<file path="config.mk">
export PLATFORM = sky130hd
export DESIGN_NAME = dmem_port_arbiter
export DESIGN_NICKNAME = d
export VERILOG_FILES = /design/src/rtl/dmem_port_arbiter.sv
export SDC_FILE = /design/constraint.sdc
export NUM_CORES = 1
export LEC_CHECK = 0
export CAP_MARGIN = 20
export CORE_AREA = 2 2 95 97
export CTS_CLUSTER_DIAMETER = 40
export DETAILED_ROUTE_END_ITERATION = 10
export DIE_AREA = 0 0 97 99
export HOLD_SLACK_MARGIN = 0.06
export PLACE_DENSITY = 0.7
export SLEW_MARGIN = 5
export SYNTH_ARGS = -nofsm -noshare
export SYNTH_HDL_FRONTEND = slang
export SYNTH_SLANG_ARGS = --single-unit
</file>
<file path="constraint.sdc">
create_clock -name clk -period 2.3 [get_ports clk]
set_input_delay 0.345 -clock clk [delete_from_list [all_inputs] [get_ports clk]]
set_output_delay 0.345 -clock clk [all_outputs]
set_load 0.005 [all_outputs]
</file>
<file path="src/rtl/dmem_port_arbiter.sv">
// dmem_port_arbiter
// Shares one single-port synchronous data memory between the core load/store
// unit and an external master. At most one access is granted per cycle.
// Arbitration is round-robin with a bounded burst. Read data returns one
// cycle after acceptance, passed straight through from the memory output.
module dmem_port_arbiter #(
   parameter int ADDR_W    = 10,
   parameter int DATA_W    = 32,
   parameter int MAX_BURST = 4
) (
   input  logic                clk,
   input  logic                rst_n,

   input  logic                core_valid,
   output logic                core_ready,
   input  logic                core_we,
   input  logic [ADDR_W-1:0]   core_addr,
   input  logic [DATA_W-1:0]   core_wdata,
   input  logic [DATA_W/8-1:0] core_wstrb,
   output logic                core_rsp_valid,
   output logic [DATA_W-1:0]   core_rdata,

   input  logic                ext_valid,
   output logic                ext_ready,
   input  logic                ext_we,
   input  logic [ADDR_W-1:0]   ext_addr,
   input  logic [DATA_W-1:0]   ext_wdata,
   input  logic [DATA_W/8-1:0] ext_wstrb,
   output logic                ext_rsp_valid,
   output logic [DATA_W-1:0]   ext_rdata,

   output logic                mem_en,
   output logic [DATA_W/8-1:0] mem_we,
   output logic [ADDR_W-1:0]   mem_addr,
   output logic [DATA_W-1:0]   mem_wdata,
   input  logic [DATA_W-1:0]   mem_rdata
);

   localparam int STRB_W = DATA_W / 8;
   localparam int CNT_W  = $clog2(MAX_BURST + 1);

   localparam logic [0:0] SIDE_CORE = 1'b0;
   localparam logic [0:0] SIDE_EXT  = 1'b1;

   logic [0:0]       r_rr_ptr;
   logic [CNT_W-1:0] r_burst_cnt;
   logic             r_rsp_pending;
   logic [0:0]       r_rsp_owner;
   logic             r_rsp_is_read;

   logic             w_ptr_capped;
   logic             w_grant_core;
   logic             w_grant_ext;
   logic             w_accept;
   logic [0:0]       w_win_side;
   logic             w_win_we;

   // The pointer side has used up its burst allowance.
   assign w_ptr_capped = (r_burst_cnt == CNT_W'(MAX_BURST));

   // Grant selection; nothing is granted while reset is asserted so that
   // ready and the memory strobes drop immediately with rst_n.
   always_comb begin
      w_grant_core = 1'b0;
      w_grant_ext  = 1'b0;
      if (rst_n) begin
         if (core_valid && !ext_valid) begin
            w_grant_core = 1'b1;
         end else if (ext_valid && !core_valid) begin
            w_grant_ext = 1'b1;
         end else if (core_valid && ext_valid) begin
            // Pointer side wins unless capped, in which case the other side does.
            if ((r_rr_ptr == SIDE_EXT) ^ w_ptr_capped) begin
               w_grant_ext = 1'b1;
            end else begin
               w_grant_core = 1'b1;
            end
         end
      end
   end

   assign w_accept   = w_grant_core | w_grant_ext;
   assign w_win_side = w_grant_ext ? SIDE_EXT : SIDE_CORE;
   assign w_win_we   = w_grant_ext ? ext_we : core_we;

   assign core_ready = w_grant_core;
   assign ext_ready  = w_grant_ext;

   // Memory request mux driven from the winning requester.
   always_comb begin
      mem_en    = w_accept;
      mem_we    = '0;
      mem_addr  = '0;
      mem_wdata = '0;
      if (w_grant_ext) begin
         mem_addr  = ext_addr;
         mem_wdata = ext_wdata;
         mem_we    = ext_we ? ext_wstrb : {STRB_W{1'b0}};
      end else if (w_grant_core) begin
         mem_addr  = core_addr;
         mem_wdata = core_wdata;
         mem_we    = core_we ? core_wstrb : {STRB_W{1'b0}};
      end
   end

   // Round-robin pointer and burst length tracking; an idle cycle clears the run.
   always_ff @(posedge clk or negedge rst_n) begin
      if (!rst_n) begin
         r_rr_ptr    <= SIDE_CORE;
         r_burst_cnt <= '0;
      end else if (w_accept) begin
         if (w_win_side == r_rr_ptr) begin
            if (!w_ptr_capped) begin
               r_burst_cnt <= r_burst_cnt + CNT_W'(1);
            end
         end else begin
            r_burst_cnt <= CNT_W'(1);
            r_rr_ptr    <= w_win_side;
         end
      end else begin
         r_burst_cnt <= '0;
      end
   end

   // Response bookkeeping for the access accepted in the previous cycle.
   always_ff @(posedge clk or negedge rst_n) begin
      if (!rst_n) begin
         r_rsp_pending <= 1'b0;
         r_rsp_owner   <= SIDE_CORE;
         r_rsp_is_read <= 1'b0;
      end else begin
         r_rsp_pending <= w_accept;
         if (w_accept) begin
            r_rsp_owner   <= w_win_side;
            r_rsp_is_read <= !w_win_we;
         end
      end
   end

   // Route the single response to its owner; write responses carry zero data.
   always_comb begin
      core_rsp_valid = r_rsp_pending && (r_rsp_owner == SIDE_CORE);
      ext_rsp_valid  = r_rsp_pending && (r_rsp_owner == SIDE_EXT);
      core_rdata     = (core_rsp_valid && r_rsp_is_read) ? mem_rdata : '0;
      ext_rdata      = (ext_rsp_valid  && r_rsp_is_read) ? mem_rdata : '0;
   end

endmodule

</file>
==> impl_metrics.toml, run 1 <==
[logic_synthesis]
yosys_warnings = 0
async_flop_share_pct = 100
synth_cell_types = 30
ys_ff_latch = 7
synth_area_per_cell_um2 = 7.90
synth_edf_count = 0
syn_area_um2 = 1370
synth_seq_area_share_pct = 12.8
syn_inst = 174
synth_flop_cell = "dfrtp_1"
synth.net_count = 306

[routing]
postRouteAntennaNets = 0
via_per_inst = 4.43
drt-pass1-iter-count = 4
wl_per_cell_um = 15.1
wl_met1_mm = 3.08
drt_iter0_markers = 53
top_layer = "met4"
wl_met3_um = 635
drt_wl_total_mm = 8.20
num_vias = 2412
route.detailed.drc = 0
met2_length_mm = 4.41

[run_status]
outcome = "completed"

[critical_path]
worst-path-max-fanout = 11
end_kind = "output port"
worst_path_max_delay_cell = "dfrtp_1"
critPathKind = "reg2out"
cp_cell_sequence = "inv_2, ha_4, nand3b_1, a31oi_4, buf_4, buf_6, buf_16, a22o_1, clkdlybuf4s15_1"
worstSetupStartpointType = "flip-flop"
worst_path_largest_cell_delay_ns = 0.38
crit_required_ns = 1.96
cp.arrival_ns = 1.95

[sta]
worst_slew_pin_slew_ns = 0.278
slew_headroom_pct = 81.5
setup_viol = 0
rsz0062_at_grt = "true"
period_minus_slack_ns = 2.30
timing.fmax_mhz = 435
finalMaxSlewViolations = 0
hold_viol = 0
timing.final.ws_setup_ns = 0.000633
period_share_pct = 100
timing.hold.ws_ns = 0.125
finalClockSkew_ns = 0.000610

[clock_network]
cts.sinks = 7
cts_tree = "yes"
clk_pin_slew_ns = 0.04
insertion_delay_ns = 0.22
htree_levels = 1
cts-root-buf = "clkbuf_8"
cts_made_buffers = 3
clock_path_buffers = 2

[floorplan]
die-area_um2 = 9600
rows = 34
ios = 245
die_x_um = 97
die_y_um = 99
start_util_pct = 16.1
core_um2 = 8550

[layout]
num-fill-cells = 851
finalNetCount = 569
fin_util_pct = 47.5
drive_above_1_share_pct = 19.5
syn_to_final_growth_pct = 196
final_cell_area_um2 = 4060
n_antenna_cell = 0

[global_routing]
grt_max_degree = 33
grt-ovfl-total = 0
grt_pass1_wl_mm = 11.8
grt_usage_pct = 14.7
grt_pass1_vias = 2385
antenna_found_initial = 0

[pwr]
p_int_uw = 744
power_density_nw_per_um2 = 256
swShare_pct = 28.4
clock_power_share_pct = 16.0
p_leak_uw = 0.00175
switching_power_uw = 295
p_seq_share_pct = 14.3
comb_power_share_pct = 69.7
peakVddDrop_v = 0.000431

[worst_hold_path]
hold_path_class = "in2async"

[place]
io_buffers = 244
hpwl_mm = 6.61
place_ws_ns = -0.198
place.gp.congestion = 0.824
placed_cell_area_um2 = 4010

[run]
drv_cap = 0
[power by group through the flow]
stage          Clock, uW  Sequential, uW  Combinational (uW)
2_1_floorplan          0             150                 218
3_3_place_gp           0             149                 714
3_5_place_dp           0             149                 722
4_1_cts              171             149                 715
5_1_grt              184             152                 775
6_report             166             148                 724
[cells in the final DEF (no fill, tap or decap), drive strengths merged, types with 3 or more instances in the layout]
cell	count
inv	3
a22o	42
clkbuf	36
clkdlybuf4s15	4
o21ai	3
a32o	4
nor2	6
buf	41
dfrtp	7
nand2	7
clkdlybuf4s50	195
and2	66
[critical path: cells and delay by family (launching register included)]
kind / cells / cell delay [ns]
AO/OA/AOI/OAI: 2 / 0.41
adder cells (fa/ha/maj): 1 / 0.15
buffers and inverters: 5 / 0.64
flip-flops: 1 / 0.38
AND/OR/NAND/NOR: 1 / 0.15
[state kept, by name, summed over array words and instances, names as in the netlist]
| register | flops |
|---|---|
| r_rsp_pending | 1 |
| r_burst_cnt | 3 |
| r_rr_ptr | 1 |
| r_rsp_owner | 1 |
| r_rsp_is_read | 1 |
[cell type report]
class | instances | area, um2 | area share [%]
Sequential cell | 7 | 175 | 4.31
Timing Repair Buffer | 274 | 2610 | 64.3
Inverter | 3 | 11.3 | 0.277
Clock buffer | 4 | 45.0 | 1.11
Multi-Input combinational cell | 148 | 1080 | 26.7
Tap cell | 108 | 135 | 3.33
[synth_stat cells, types with 2 or more instances]
cell type / number / area share, %
and2_1: 66 / 30
a22o_1: 42 / 27
buf_6: 8 / 6.6
dfrtp_1: 7 / 13
nand2_1: 7 / 1.9
clkbuf_1: 6 / 1.6
nor2_1: 5 / 1.4
a32o_1: 4 / 2.9
inv_1: 3 / 0.82
buf_2: 2 / 0.73
ha_1: 2 / 1.8
nor2b_1: 2 / 0.91
nor3_1: 2 / 0.73
o21ai_0: 2 / 0.73
[through the flow]
step / setup TNS, ns / cells / total power (uW)
after global routing: -0.475 / 544 / 1110
after CTS: -1.45 / 539 / 1030
final: 0 / 544 / 1040
after global placement: -6.64 / 528 / 863
after floorplan: 0 / 174 / 368
after detailed placement: -7.38 / 528 / 871
[kinds of logic (layout without fill, tap and decap cells)]
logic type	after synthesis	count (layout)	share of synthesized area, %
compound gates	57	57	37.1
fa+ha+maj	2	2	1.82
buf+inv	19	281	9.75
flops	7	7	12.8
mux	1	1	0.820
simple gates	88	88	37.8
[per-layer routing]
metal  global-route usage [%]  vias to the layer above
li1                         -                     1157
met1                     15.9                     1094
met2                     29.7                      153
met3                     3.26                        8
met4                     1.95                        0
met5                        0                        -
[final timing paths]
check,startpoint,end,slack (ns),cells past startpoint
min reg2reg,r_rsp_is_read,r_rsp_is_read,0.50,2
min in group clk,r_rsp_is_read,r_rsp_is_read,0.50,2
min,rst_n,r_rr_ptr,0.13,2
max reg2reg,r_burst_cnt[0],r_rsp_is_read,0.68,8
max in group asynchronous,rst_n,r_rsp_is_read,2.05,2
max,r_burst_cnt[1],mem_wdata[25],0.0006,9
[what timing repair did]
action | in CTS | in global routing
endpoints found under the setup margin | 48 | 47
pin swaps | 4 | 6
hold buffers | 0 | 0
cloned | 2 | 3
setup buffers | 5 | 3
resized for setup | 88 | 73
Power figures use the tool's default switching activity.
==> run 2, diff against run 1 <==
--- a/config.mk
+++ b/config.mk
@@ -16,3 +16,4 @@
 export SYNTH_ARGS = -nofsm -noshare
 export SYNTH_HDL_FRONTEND = slang
 export SYNTH_SLANG_ARGS = --single-unit
+export TNS_END_PERCENT = 30
==> run 2 against run 1 <==
The run now ends with setup timing left. Design area down 0.43%. Sequential share of layout area about the same. Die area unchanged. Register-to-register slack about the same. Critical path depth unchanged. Highest routed layer unchanged. Via count down 0.87%. Maximum frequency down 3.1%. Combinational power down 2%. Clock skew about the same. Utilization down 0.20 points. First-iteration DRC count down 9.4%.
==> impl_metrics.toml, run 2 (same netlist as run 1, synthesis figures left out) <==
[clock_network]
cts-root-buf = "clkbuf_8"
insertion_delay_ns = 0.22
htree_levels = 1
cts.sinks = 7
cts_made_buffers = 3
clk_pin_slew_ns = 0.04
clock_path_buffers = 2
hold_buffers = 0
cts_tree = "yes"

[place]
placed_cell_area_um2 = 4010
dp_cells = 528
io_buffers = 244
hpwl_mm = 6.61
place.gp.congestion = 0.824

[floorplan]
core_um2 = 8550
die_x_um = 97
die_y_um = 99
rows = 34
ios = 245
die-area_um2 = 9600
start_util_pct = 16.1

[routing]
num_vias = 2391
via_per_inst = 4.43
wl_per_cell_um = 14.8
route.detailed.drc = 0
postRouteAntennaNets = 0
drt_wl_total_mm = 8.01
drt_iter0_markers = 48
drt-pass1-iter-count = 4

[layout]
top_register = "r_burst_cnt"
stdcell_count = 540
final_cell_mix = "clkdlybuf4s50_1, and2_1, a22o_1, clkbuf_2, buf_4"
drive_above_1_share_pct = 16.0
final_cell_area_um2 = 4050
syn_to_final_growth_pct = 194
mostFrequentLayoutCell = "clkdlybuf4s50_1"
finalNetCount = 565
n_antenna_cell = 0
largest_reg_flops = 3

[critical_path]
r2r_slack_ns = 0.68
worstSetupStartpointType = "flip-flop"
worst-path-max-fanout = 11
cp_cell_sequence = "inv_2, ha_4, nand3b_1, a31oi_4, buf_4, buf_6, buf_16, a22o_1, dlygate4sd2_1"
end_kind = "output port"
cp.arrival_ns = 2.03
critPathKind = "reg2out"
crit_required_ns = 1.96
worst_path_max_delay_cell = "dfrtp_1"
critPathBufInv = 5
ff2ff_path_depth = 8
crit_family = "buffers and inverters"
cp.depth = 9
worst_path_largest_cell_delay_ns = 0.38

[sta]
timing.hold.ws_ns = 0.126
worst_slew_pin_slew_ns = 0.278
period_minus_slack_ns = 2.37
rsz0062_at_grt = "true"
timing.fmax_mhz = 421
finalMaxSlewViolations = 0
setup_viol = 10
slew_headroom_pct = 81.5
period_share_pct = 103
hold_viol = 0
timing.final.ws_setup_ns = -0.0736
finalClockSkew_ns = 0.000619

[global_routing]
grt_max_degree = 33
grt_pass1_wl_mm = 11.8
grt_pass1_vias = 2372
grt_usage_pct = 14.8
grt-ovfl-total = 0
antenna_found_initial = 0

[pwr]
peakVddDrop_v = 0.000430
power_density_nw_per_um2 = 253
total_power_uw = 1020
p_leak_uw = 0.00181

[run_status]
violations = "setup timing"
outcome = "finished, violations left"

[worst_hold_path]
hold_path_class = "in2async"

[run]
drv_cap = 0
[run 2: worst paths after layout]
check | start | endpoint
max reg2reg | r_burst_cnt[0] | r_rsp_is_read
max in group asynchronous | rst_n | r_rsp_is_read
min | rst_n | r_rr_ptr
min reg2reg | r_rsp_is_read | r_rsp_is_read
max | r_burst_cnt[1] | mem_wdata[28]
min in group clk | r_rsp_is_read | r_rsp_is_read
[run 2: routing by layer]
metal,track usage (%),up-vias,part of all wire [%]
li1,-,1147,-
met1,16.1,1084,38
met2,29.6,152,53
met3,3.19,8,7.8
met4,1.95,0,1.1
met5,0,-,0
[run 2: power by group]
part | switching (uW) | leakage (uW) | internal [uW]
Sequential | 11.2 | 0.0000891 | 137
Clock | 46.9 | 0.0000228 | 119
Combinational | 232 | 0.00170 | 477
Total | 290 | 0.00181 | 734
[run 2: cell type report]
cell class	count	area, um2
inverter	3	11.3
tap	108	135
multi-input combinational	148	1080
clock buffer	4	45.0
timing repair buffer	270	2590
fill	845	4510
sequential	7	175
[run 2: repair_timing]
| item | 4_1_cts | 5_1_grt |
|---|---|---|
| setup buffers | 3 | 2 |
| resized for setup | 51 | 72 |
| endpoints found under the setup margin | 48 | 47 |
| hold endpoints to repair | 0 | 0 |
| gates cloned | 2 | 1 |
| pin swaps | 2 | 3 |
[run 2: stage by stage]
stage	setup TNS (ns)	setup WS [ns]	util [%]
floorplan	0	0.436	-
global placement	-6.64	-0.189	46.9
detailed placement	-7.38	-0.198	46.9
CTS	-1.02	-0.262	48.0
global route	-1.73	-0.185	47.3
finish	-0.621	-0.0736	47.3
